**config.mk**
```make
export PLATFORM = sky130hd
export DESIGN_NAME = wb_master8
export DESIGN_NICKNAME = d
export VERILOG_FILES = /design/src/rtl/wb_pkg.sv /design/src/rtl/wbm_timeout.sv /design/src/rtl/wb_master8.sv
export SDC_FILE = /design/constraint.sdc
export NUM_CORES = 1
export LEC_CHECK = 0
export ABC_AREA = 1
export ABC_CLOCK_PERIOD_IN_PS = 1200
export CAP_MARGIN = 20
export CORE_MARGIN = 2
export CORE_UTILIZATION = 30
export DETAILED_ROUTE_END_ITERATION = 16
export GPL_ROUTABILITY_DRIVEN = 0
export PLACE_DENSITY = 0.65
export SLEW_MARGIN = 20
export SYNTH_ARGS = -nofsm -noshare
export SYNTH_HDL_FRONTEND = slang
export SYNTH_SLANG_ARGS = --single-unit
```
**constraint.sdc**
```tcl
create_clock -name clk -period 1.2 [get_ports clk]
set_clock_uncertainty 0.15 [all_clocks]
set_input_delay 0.24 -clock clk [delete_from_list [all_inputs] [get_ports clk]]
set_output_delay 0.24 -clock clk [all_outputs]
set_load 0.02 [all_outputs]
```
**src/rtl/wb_pkg.sv**
```systemverilog
// -----------------------------------------------------------------------------
// wb_pkg
// Shared definitions for the 8-bit Wishbone classic initiator.
//   - FSM state encoding (IDLE / BUS / RESP)
//   - default abort threshold for the optional ACK timeout
//   - response data helper
// No ports.
// -----------------------------------------------------------------------------
package wb_pkg;

    localparam logic [1:0] ST_IDLE = 2'd0;
    localparam logic [1:0] ST_BUS  = 2'd1;
    localparam logic [1:0] ST_RESP = 2'd2;

    localparam logic [7:0] TIMEOUT_DEFAULT = 8'd255;

    // Data returned with a completed cycle: the slave data for reads and
    // zero for writes.
    function automatic logic [7:0] resp_data(input logic we, input logic [7:0] dat);
        logic [7:0] result;
        if (we) begin
            result = 8'h00;
        end else begin
            result = dat;
        end
        return result;
    endfunction

endpackage

```
**src/rtl/wbm_timeout.sv**
```systemverilog
// -----------------------------------------------------------------------------
// wbm_timeout
// 8-bit wait counter for the Wishbone initiator. It is cleared when a
// command is accepted and counts every BUS cycle in which no ACK arrives.
// `expired` is high in the cycle whose closing edge would make the count
// reach TIMEOUT, so the FSM can abort on that same edge.
// Ports:
//   clk     in   system clock (rising edge)
//   rst     in   asynchronous active-high reset
//   clr     in   restart the count (command accepted)
//   en      in   BUS cycle without ACK
//   expired out  count reaches TIMEOUT at the coming edge
// -----------------------------------------------------------------------------
module wbm_timeout
    import wb_pkg::*;
#(
    parameter logic [7:0] TIMEOUT = TIMEOUT_DEFAULT
) (
    input  logic clk,
    input  logic rst,
    input  logic clr,
    input  logic en,
    output logic expired
);

    logic [7:0] cnt_q;
    logic [7:0] cnt_d;

    // Next count: clear has priority over counting.
    always_comb begin
        cnt_d = cnt_q;
        if (clr) begin
            cnt_d = 8'd0;
        end else if (en) begin
            cnt_d = cnt_q + 8'd1;
        end else begin
            cnt_d = cnt_q;
        end
    end

    // Count register.
    always_ff @(posedge clk or posedge rst) begin
        if (rst) begin
            cnt_q <= 8'd0;
        end else begin
            cnt_q <= cnt_d;
        end
    end

    assign expired = en && !clr && (cnt_d == TIMEOUT);

endmodule

```
**src/rtl/wb_master8.sv**
```systemverilog
// -----------------------------------------------------------------------------
// wb_master8
// Single-outstanding 8-bit Wishbone classic initiator. A command accepted on
// the cmd_* handshake becomes one Wishbone cycle; its completion is reported
// as a one-cycle pulse on rsp_valid with rsp_dat/rsp_err held afterwards.
// Optional feature macro: WBM_TIMEOUT_EN -- abort a cycle that receives no
// ACK within TIMEOUT BUS cycles and report it with rsp_err=1.
// Ports:
//   clk, rst                  clock, asynchronous active-high reset
//   cmd_valid/cmd_ready       command handshake (ready only in IDLE)
//   cmd_we/cmd_adr/cmd_dat    command write flag, address, write data
//   rsp_valid/rsp_dat/rsp_err response pulse, read data, timeout flag
//   WB_ADRo/WB_DATo/WB_WEo    Wishbone address, write data, write enable
//   WB_CYCo/WB_STBo           Wishbone cycle / strobe
//   WB_DATi/WB_ACKi           Wishbone read data / acknowledge
//   busy                      FSM not in IDLE
// -----------------------------------------------------------------------------
module wb_master8
    import wb_pkg::*;
#(
    parameter int         ADDR_W  = 2,
    parameter logic [7:0] TIMEOUT = TIMEOUT_DEFAULT
) (
    input  logic              clk,
    input  logic              rst,
    input  logic              cmd_valid,
    output logic              cmd_ready,
    input  logic              cmd_we,
    input  logic [ADDR_W-1:0] cmd_adr,
    input  logic [7:0]        cmd_dat,
    output logic              rsp_valid,
    output logic [7:0]        rsp_dat,
    output logic              rsp_err,
    output logic [ADDR_W-1:0] WB_ADRo,
    output logic [7:0]        WB_DATo,
    input  logic [7:0]        WB_DATi,
    output logic              WB_WEo,
    output logic              WB_CYCo,
    output logic              WB_STBo,
    input  logic              WB_ACKi,
    output logic              busy
);

    logic [1:0]        state_q, state_d;
    logic [ADDR_W-1:0] adr_q, adr_d;
    logic [7:0]        dat_q, dat_d;
    logic              we_q, we_d;
    logic              cyc_q, cyc_d;
    logic              rsp_valid_q, rsp_valid_d;
    logic [7:0]        rsp_dat_q, rsp_dat_d;
    logic              rsp_err_q, rsp_err_d;
    logic              expired_s;

`ifdef WBM_TIMEOUT_EN
    logic accept_s;
    logic bus_wait_s;

    assign accept_s   = (state_q == ST_IDLE) && cmd_valid;
    assign bus_wait_s = (state_q == ST_BUS) && !WB_ACKi;

    wbm_timeout #(
        .TIMEOUT (TIMEOUT)
    ) u_timeout (
        .clk     (clk),
        .rst     (rst),
        .clr     (accept_s),
        .en      (bus_wait_s),
        .expired (expired_s)
    );
`else
    // Without the timeout the BUS state waits for ACK forever.
    logic unused_timeout_s;
    assign unused_timeout_s = ^TIMEOUT;
    assign expired_s        = 1'b0;
`endif

    // FSM next-state and datapath capture.
    always_comb begin
        state_d     = state_q;
        adr_d       = adr_q;
        dat_d       = dat_q;
        we_d        = we_q;
        cyc_d       = cyc_q;
        rsp_valid_d = 1'b0;
        rsp_dat_d   = rsp_dat_q;
        rsp_err_d   = rsp_err_q;
        case (state_q)
            ST_IDLE: begin
                if (cmd_valid) begin
                    state_d = ST_BUS;
                    adr_d   = cmd_adr;
                    dat_d   = cmd_dat;
                    we_d    = cmd_we;
                    cyc_d   = 1'b1;
                end else begin
                    state_d = ST_IDLE;
                end
            end
            ST_BUS: begin
                // ACK wins over a timeout expiring on the same edge.
                if (WB_ACKi) begin
                    state_d     = ST_RESP;
                    cyc_d       = 1'b0;
                    we_d        = 1'b0;
                    rsp_valid_d = 1'b1;
                    rsp_dat_d   = resp_data(we_q, WB_DATi);
                    rsp_err_d   = 1'b0;
                end else if (expired_s) begin
                    state_d     = ST_RESP;
                    cyc_d       = 1'b0;
                    we_d        = 1'b0;
                    rsp_valid_d = 1'b1;
                    rsp_dat_d   = 8'h00;
                    rsp_err_d   = 1'b1;
                end else begin
                    state_d = ST_BUS;
                end
            end
            ST_RESP: begin
                state_d = ST_IDLE;
            end
            default: begin
                state_d = ST_IDLE;
                cyc_d   = 1'b0;
                we_d    = 1'b0;
            end
        endcase
    end

    // State and output registers.
    always_ff @(posedge clk or posedge rst) begin
        if (rst) begin
            state_q     <= ST_IDLE;
            adr_q       <= '0;
            dat_q       <= 8'h00;
            we_q        <= 1'b0;
            cyc_q       <= 1'b0;
            rsp_valid_q <= 1'b0;
            rsp_dat_q   <= 8'h00;
            rsp_err_q   <= 1'b0;
        end else begin
            state_q     <= state_d;
            adr_q       <= adr_d;
            dat_q       <= dat_d;
            we_q        <= we_d;
            cyc_q       <= cyc_d;
            rsp_valid_q <= rsp_valid_d;
            rsp_dat_q   <= rsp_dat_d;
            rsp_err_q   <= rsp_err_d;
        end
    end

    assign cmd_ready = (state_q == ST_IDLE);
    assign busy      = (state_q != ST_IDLE);
    assign WB_ADRo   = adr_q;
    assign WB_DATo   = dat_q;
    assign WB_WEo    = we_q;
    assign WB_CYCo   = cyc_q;
    assign WB_STBo   = cyc_q;
    assign rsp_valid = rsp_valid_q;
    assign rsp_dat   = rsp_dat_q;
    assign rsp_err   = rsp_err_q;

endmodule

```
# Yosys cells after proc, flatten, opt, wreduce, memory -nomap -nowiden
# Index checks and enable logic that the tools add are counted.
# op_classes
n_eq_ne	4
muxes	11
n_bitwise	1
reduce_logical	5
# op_table
op	n
two-way mux 8 bit	1
two-way mux 1 bit	6
case mux 1 bit (3 select lines)	2
inequality test 2 bit, second input constant	2
case mux 2 bit (2 select lines)	1
AND reduction 2 bit	2
AND reduction 3 bit	1
== test 2 x 1 -> 1 bit, second input constant	1
== test 2 bit, second input constant	1
logical NOT 2 bit	1
two-way mux 2 bit	1
nonzero test 2 bit	1
NOT 1 bit	1
# totals
reg_bits	23
in_bits	23
output_inout_bits	25
elab_cells	28

# Longest topological paths before layout
# Gate-level depths: netlist (run 1).
# depth
word_depth	3
mapped_depth	7
depth_no_buf	6

# Least setup slack after synthesis (run 1)
# OpenSTA, ideal clock, no wires.
# synth_timing
path_type	register -> register
start	register rsp_valid (netlist name)
end	register adr_q[0], in the netlist WB_ADRo[0]
setup_ns	0.117
t_arrival_ns	1.022
t_required_ns	0.933
slack_ns	-0.089
path_stages_with_launch	8
path_buffers	1
period_less_slack_ns	1.289
cell_sequence	dfrtp_1 > inv_2 > nand2_4 > inv_4 > nand2_4 > buf_12 > nand2_1 > nand2_1
# synth_rtl
element	line_no	source
end signal, assigned	wb_master8.sv:143	adr_q <= adr_d;
end, declared	wb_master8.sv:45	logic [ADDR_W-1:0] adr_q, adr_d;

==> results of run 1 <==
-- sequential cells by signal (all words and copies together), names as in the netlist --
name,cells
WB_DATo,8
rsp_dat,8
WB_ADRo,2
WB_CYCo,1
WB_WEo,1
rsp_valid,1
state_q,1
-- final cells by class --
| class | instances | area [um2] |
|---|---|---|
| clock buffers | 4 | 36.3 |
| fillers | 270 | 1220 |
| inverters | 8 | 38.8 |
| multi-input cells | 72 | 447 |
| flip-flops and latches | 22 | 552 |
| well taps | 44 | 55.1 |
| repair buffers | 72 | 707 |
-- path summary, 6_finish.rpt --
check	start	endpoint	cells after the start
setup / recovery	rsp_valid	cmd_ready	4
hold / removal	rst	rsp_dat[1]	3
hold reg to reg	WB_DATo[6]	WB_DATo[6]	2
setup reg to reg	rsp_valid	WB_ADRo[1]	8
min in group clk	WB_ACKi	rsp_dat[5]	3
max in group asynchronous	rst	rsp_valid	3
-- critical path, cell delays in order, from the launching register on --
cell     delay [ps]
dfrtp_2         440
inv_4            60
nand2_4          50
inv_4            60
buf_6           110
-- cell usage in the layout (no fill, tap or decap), types with 2 or more instances in the layout --
cell             netlist  routed
buf_2                  1       2
buf_4                  2      24
buf_6                  2      22
clkbuf_4               0       3
clkdlybuf4s50_1        0      20
dfrtp_1               22      21
inv_1                  5       4
inv_4                  1       2
nand2_1               42      32
nand2_2                2      12
nand2_8                0       2
nand3_1               12       7
nand3_2                0       4
nand3_4                1       4
o21ai_0                8       4
o21ai_1                0       2
o21ai_2                0       2
-- stage by stage --
| stage | util | TNS [ps] |
|---|---|---|
| 2_1_floorplan | - | -336 |
| 3_3_place_gp | 0.487 | -7090 |
| 3_5_place_dp | 0.487 | -7540 |
| 4_1_cts | 0.577 | -3370 |
| 5_1_grt | 0.601 | -5370 |
| 6_report | 0.601 | -3050 |
-- report_power, final --
group          leakage, nW  internal (mW)  switching, mW  total, mW
combinational        0.627           1.35           1.22       2.57
clock               0.0210          0.185          0.219      0.404
sequential           0.274           1.05          0.248       1.29
-- kinds of logic (layout without fill, tap and decap cells) --
kind of cell / Yosys count / count (layout) / synth area share
AOI/OAI and AO/OA: 8 / 8 / 0.0416
buffers and inverters: 14 / 84 / 0.0987
other: 1 / 1 / 0.00389
DFF: 22 / 22 / 0.571
and+or+nand+nor: 60 / 63 / 0.284
-- layer usage --
layer  part of all wire  vias up  GRT usage
met5                  0        -          0
met4             0.0093        0     0.0466
met3              0.048        2     0.0299
met2               0.50       31      0.289
met1               0.44      480      0.223
li1                   -      475          -
-- repair_timing --
item                       4_1_cts  5_1_grt
setup buffers                   10        7
pin swaps                        5        1
cloned                           3        1
gates resized for setup        163       11
setup endpoints to repair       41       45
==> reports/results.env, run 1 <==
TOP_LEVEL_PINS=48
FLOORPLAN.DIE_AREA_UM2=3680
GRT_START_MAX_NET_PINS=15
CLKTRANSATPATHREGS_PS=120
SYNTH_TOP_FLOP_CELL='dfrtp_1'
POSTCTSHOLDBUFS=0
SETUP.WORST_PATH.CLASS='reg -> out'
START_UTIL=0.316
SYNTH_MOST_COMMON_CELL='nand2_1'
CLOCK_LATENCY_PS=300
CLOCK_TREE.BUFFER_DEPTH=2
FINAL_CELL_AREA_UM2=1840
DR.PASS1.ITERS=4
DRT-WIRELENGTH-PER-CELL_UM=13.1
NUMPORTBUFFERS=46
DP_WORST_SETUP_SLACK_PS=-349
TRITONCTS.NUM_BUFFERS=3
CORE.ROWCOUNT=20
OUTCOME='complete, but fails checks'
FMAX_GHz=0.710
LAYOUT-DRIVE-GT1-SHARE=0.472
NUM_ANTENNA_CELLS=0
WORST-PATH-MAX-FANOUT=3
SYNTH_AREA_LEADERS='dfrtp_1, nand2_1, nand3_1'
ASYNCSETRESETFLOPFRACSYNTH=1.00
PLACED_CELLS_INCL_TAPS=198
RRSETUPSLACK_PS=-150
DRT-TOTAL-WL_MM=2.92
SETUP-VIOLATIONS-FINAL=40
HTREE_LEVELS=1
VDD_DROP_MAX_uV=950
TOTAL_POWER_mW=4.27
REPORT.FINAL.HOLD_VIOL_COUNT=0
FLOORPLAN.DIE.HEIGHT_UM=60.7
ENDPOINT_KIND='output pin'
TIMING.FINAL.MAX_SLEW_VIOLATIONS=0
POWER_LEAKAGE_nW=0.922
GR-USAGE-ALL-LAYERS=0.170
GRT_OVERFLOW_TOTAL=0
POST-ROUTE-DRC-COUNT=0
FAILED_CHECKS='setup timing'
CTS_SINKS=22
DETAILROUTE.VIA_COUNT=988
YS_SEQ_AREA_FRAC=0.571
HORIZONTAL_EXTENT_OF_THE_DIE_UM=60.7
POWER_PER_CELL_AREA_nW_PER_UM2=2330
MAX_CAP_VIOL_COUNT=0
SYNTH_TOP_CELL_BY_AREA='dfrtp_1'
LAYOUT-AREA-OVERHEAD-VS-SYNTH_PCT=90.5
TRITONCTS_CLOCK_TREE='done'
CELL_TYPES_WITH_THE_HIGHEST_COUNTS_AFTER_SYNTHESIS='nand2_1, dfrtp_1, nand3_1, o21ai_0, inv_1'
RSZ0062_AT_GRT='yes'
GRT_PASS1_VIAS=981
HPWLAFTERDP_MM=1.86
SYN-MEAN-INSTANCE-AREA_UM2=9.18
POST-ROUTE-WORST-SETUP-SLACK_PS=-208
GRT_FIRST_PASS_WIRELENGTH_MM=4.61
WORSTPATHARRIVAL_PS=1020
PLACEMENT.CELL_AREA_UM2=1490
DRT_FIRST_ITER_VIOLATIONS=21
ANTENNA_LEFT=0
CORE_UM2=3050
DETAIL_ROUTE.VIAS_PER_CELL=4.45
PERIOD_SHARE=1.17
YOSYS.AREA.TOP_TYPE_SHARE=0.571
NUM-NETS-FINAL=202
TIMING.HOLD.WORST.CLASS='in -> async'
POST_SYNTH_NUM_CELL_TYPES=16
ANTENNA_FOUND_INITIAL=0
POST-ROUTE-MIN-PERIOD_PS=1410
SYNTHESIS.AREA_UM2=963
SYNTH_FP_NETS=128
CRIT_REQUIRED_PS=810
TIMING.HOLD.WS_PS=63.3
TIMING.CRITICAL_PATH.FROM_TYPE='flop'
CLOCK_TREE.ROOT_CELL='clkbuf_4'
SYNTH_WARN=0
SYNTH_SEQ_CELLS=22
INSTANCES_NO_FILL=222
SYNTHESIS.INSTANCES=105
SYNTH_ENABLE_FLOP_CELLS=0
(Power assumes the default switching activity.)
==> run 2, diff against run 1 <==
--- a/config.mk
+++ b/config.mk
@@ -12,7 +12,7 @@
 export CORE_UTILIZATION = 30
 export DETAILED_ROUTE_END_ITERATION = 16
 export GPL_ROUTABILITY_DRIVEN = 0
-export PLACE_DENSITY = 0.65
+export PLACE_DENSITY = 0.76
 export SLEW_MARGIN = 20
 export SYNTH_ARGS = -nofsm -noshare
 export SYNTH_HDL_FRONTEND = slang
==> reports/results.env, run 2 (synthesized netlist as in run 1, its figures left out) <==
OUTCOME='complete, but fails checks'  # unchanged
FAILED_CHECKS='setup timing'  # unchanged
GRT_PASS1_VIAS=868  # was 981
HPWLAFTERDP_MM=1.68  # was 1.86 mm
TRITONCTS.NUM_BUFFERS=3  # unchanged
CHAIN_OF_CELLS_FORMING_THE_CRITICAL_PATH='inv_4 > nand2_4 > inv_4 > buf_6'  # unchanged
GLOBAL_ROUTE.PEAK_USAGE_LAYER='met2'  # unchanged
GRT_FIRST_PASS_WIRELENGTH_MM=3.75  # was 4.61 mm
DRT-WIRELENGTH-PER-CELL_UM=12.6  # was 13.1 um
GRT_START_MAX_NET_PINS=18  # was 15
FINAL_COMMON_CELL='nand2_1'  # unchanged
POST-ROUTE-MIN-PERIOD_PS=1440  # was 1410 ps
POWER_SHARE_OF_THE_CLOCK_GROUP=0.094  # was 0.095
DRT_FIRST_ITER_VIOLATIONS=15  # was 21
ENDPOINT_KIND='output pin'  # unchanged
NUM_ANTENNA_CELLS=0  # unchanged
TIMING.CRITICAL_PATH.SLOWEST_STAGE_CELL='dfrtp_2'  # unchanged
LAYOUT-AREA-OVERHEAD-VS-SYNTH_PCT=92.3  # was 90.5%
VDD_DROP_MAX_uV=1120  # was 950 uV
WORST-PATH-MAX-FANOUT=3  # unchanged
GRT_USE_MET2=0.247  # was 0.289
TIMING.FINAL.MAX_SLEW_VIOLATIONS=0  # unchanged
CLKTRANSATPATHREGS_PS=120  # about the same
POST-ROUTE-DRC-COUNT=0  # unchanged
GR-USAGE-MET1=0.172  # was 0.223
TIMING.HOLD.WORST.CLASS='in -> async'  # unchanged
SETUP-VIOLATIONS-FINAL=40  # unchanged
MOST_FREQUENT_CELLS_IN_THE_LAYOUT='nand2_1, buf_6, buf_4, dfrtp_1, clkdlybuf4s50_1'  # was nand2_1, buf_4, buf_6, dfrtp_1, clkdlybuf4s50_1
GRT_OVERFLOW_TOTAL=0  # unchanged
CLOCK_TREE.ROOT_CELL='clkbuf_4'  # unchanged
WORSTPATHARRIVAL_PS=1050  # was 1020 ps
NUMPORTBUFFERS=46  # unchanged
TRITONCTS_CLOCK_TREE='done'  # unchanged
DR.PASS1.ITERS=4  # unchanged
REPORT.FINAL.HOLD_VIOL_COUNT=0  # unchanged
ANTENNA_FOUND_INITIAL=0  # unchanged
CORE_UM2=3050  # unchanged
COMB_POWER_SHARE=0.606  # was 0.602
START_UTIL=0.316  # unchanged
POWER_LEAKAGE_nW=0.931  # was 0.922 nW
HORIZONTAL_EXTENT_OF_THE_DIE_UM=60.7  # unchanged
RSZ0062_AT_GRT='yes'  # unchanged
P_SW_mW=1.67  # was 1.69 mW
CRIT_REQUIRED_PS=810  # about the same
DETAIL_ROUTE.VIAS_PER_CELL=4.35  # was 4.45
ANTENNA_LEFT=0  # unchanged
SETUP.WORST_PATH.CLASS='reg -> out'  # unchanged
FMAX_GHz=0.694  # was 0.710 GHz
NUM-NETS-FINAL=203  # was 202
TIMING.CRITICAL_PATH.FROM_TYPE='flop'  # unchanged
PERIOD_SHARE=1.20  # was 1.17
HTREE_LEVELS=1  # unchanged
TOTAL_POWER_mW=4.28  # was 4.27 mW
INSTANCES_NO_FILL=223  # was 222
FLOORPLAN.DIE_AREA_UM2=3680  # unchanged
RRSETUPSLACK_PS=-150  # about the same
SLOWEST_DELAY_PS=440  # about the same
GR-USAGE-MET3=0.0341  # was 0.0299
DRT-TOTAL-WL_MM=2.82  # was 2.92 mm
PLACEMENT.CELL_AREA_UM2=1490  # unchanged
CLOCK_LATENCY_PS=310  # was 300 ps
CORE.ROWCOUNT=20  # unchanged
GR-USAGE-ALL-LAYERS=0.142  # was 0.170
DP_WORST_SETUP_SLACK_PS=-375  # was -349 ps
DETAILROUTE.VIA_COUNT=969  # was 988
INTERNAL-POWER_mW=2.62  # was 2.58 mW
CTS_SINKS=22  # unchanged
FINAL_CELL_AREA_UM2=1850  # was 1840 um2
POST-ROUTE-WORST-SETUP-SLACK_PS=-241  # was -208 ps
LAYOUT-DRIVE-GT1-SHARE=0.458  # was 0.472
CLOCK_TREE.BUFFER_DEPTH=2  # unchanged
FLOORPLAN.DIE.HEIGHT_UM=60.7  # unchanged
CRITICAL_PATH.MOST_COMMON_CELL='inv_4'  # unchanged
PLACED_CELLS_INCL_TAPS=198  # unchanged
POWER_FRAC_SEQ=0.300  # was 0.303
TIMING.HOLD.WS_PS=76.9  # was 63.3 ps
FILLCELLCOUNT=280  # was 270
TOP_LEVEL_PINS=48  # unchanged
MAX_CAP_VIOL_COUNT=0  # unchanged
SW_FRAC_OF_TOTAL=0.389  # was 0.395
POWER_PER_CELL_AREA_nW_PER_UM2=2310  # was 2330 nW/um2
[run 2: cell types whose count changed in the layout (fill, tap and decap cells not counted), sizes merged]
| cell | before | now |
|---|---|---|
| buf | 50 | 51 |
[run 2: path summary, 6_finish.rpt]
path,to,cells past startpoint,startpoint
max reg2reg,WB_DATo[6],8,rsp_valid
max in group asynchronous,rsp_valid,3,rst
max,cmd_ready,4,rsp_valid
min,rsp_dat[7],3,rst
min in group clk,rsp_dat[1],3,WB_ACKi
min reg2reg,WB_DATo[1],2,WB_DATo[1]
[run 2: what timing repair did]
item,4_1_cts,5_1_grt
pin swaps,3,1
endpoints found under the setup margin,40,42
hold buffers,0,0
resized for setup,162,12
cloned,2,2
setup buffers,6,12
[run 2: worst max-delay path, delay by kind of cell (launching register included)]
kind / cells / cell delay (ps)
buffers and inverters: 3 / 250
DFF: 1 / 440
and+or+nand+nor: 1 / 60
[run 2: cell type report]
class / count / area (um2) / area share
repair buffers: 73 / 739 / 0.399
flip-flops and latches: 22 / 552 / 0.298
multi-input cells: 72 / 432 / 0.233
well taps: 44 / 55.1 / 0.0297
inverters: 8 / 38.8 / 0.0209
clock buffers: 4 / 36.3 / 0.0196
[run 2: metrics by stage]
stage	TNS, ps	util
6_report	-3140	0.607
5_1_grt	-4860	0.607
4_1_cts	-4160	0.557
3_5_place_dp	-7600	0.487
3_3_place_gp	-7170	0.487
2_1_floorplan	-336	-
[run 2: power by group through the flow]
stage | combinational, mW | clock [mW] | sequential, mW
global placement | 1.83 | 0 | 1.22
detailed placement | 1.86 | 0 | 1.23
CTS | 2.27 | 0.417 | 1.30
floorplan | 0.589 | 0 | 1.61
finish | 2.60 | 0.402 | 1.29
global route | 2.76 | 0.440 | 1.32
[run 2: layer usage]
metal	routed length, um	share of wire
met1	1130	0.40
met2	1530	0.54
met3	128	0.045
met4	27	0.0096
met5	0	0
==> run 3, diff against run 2 <==
--- a/config.mk
+++ b/config.mk
@@ -7,7 +7,7 @@
 export LEC_CHECK = 0
 export ABC_AREA = 1
 export ABC_CLOCK_PERIOD_IN_PS = 1200
-export CAP_MARGIN = 20
+export CAP_MARGIN = 30
 export CORE_MARGIN = 2
 export CORE_UTILIZATION = 30
 export DETAILED_ROUTE_END_ITERATION = 16
==> results of run 3 <==
Final layout, timing and power as in run 2 (identical DEF).
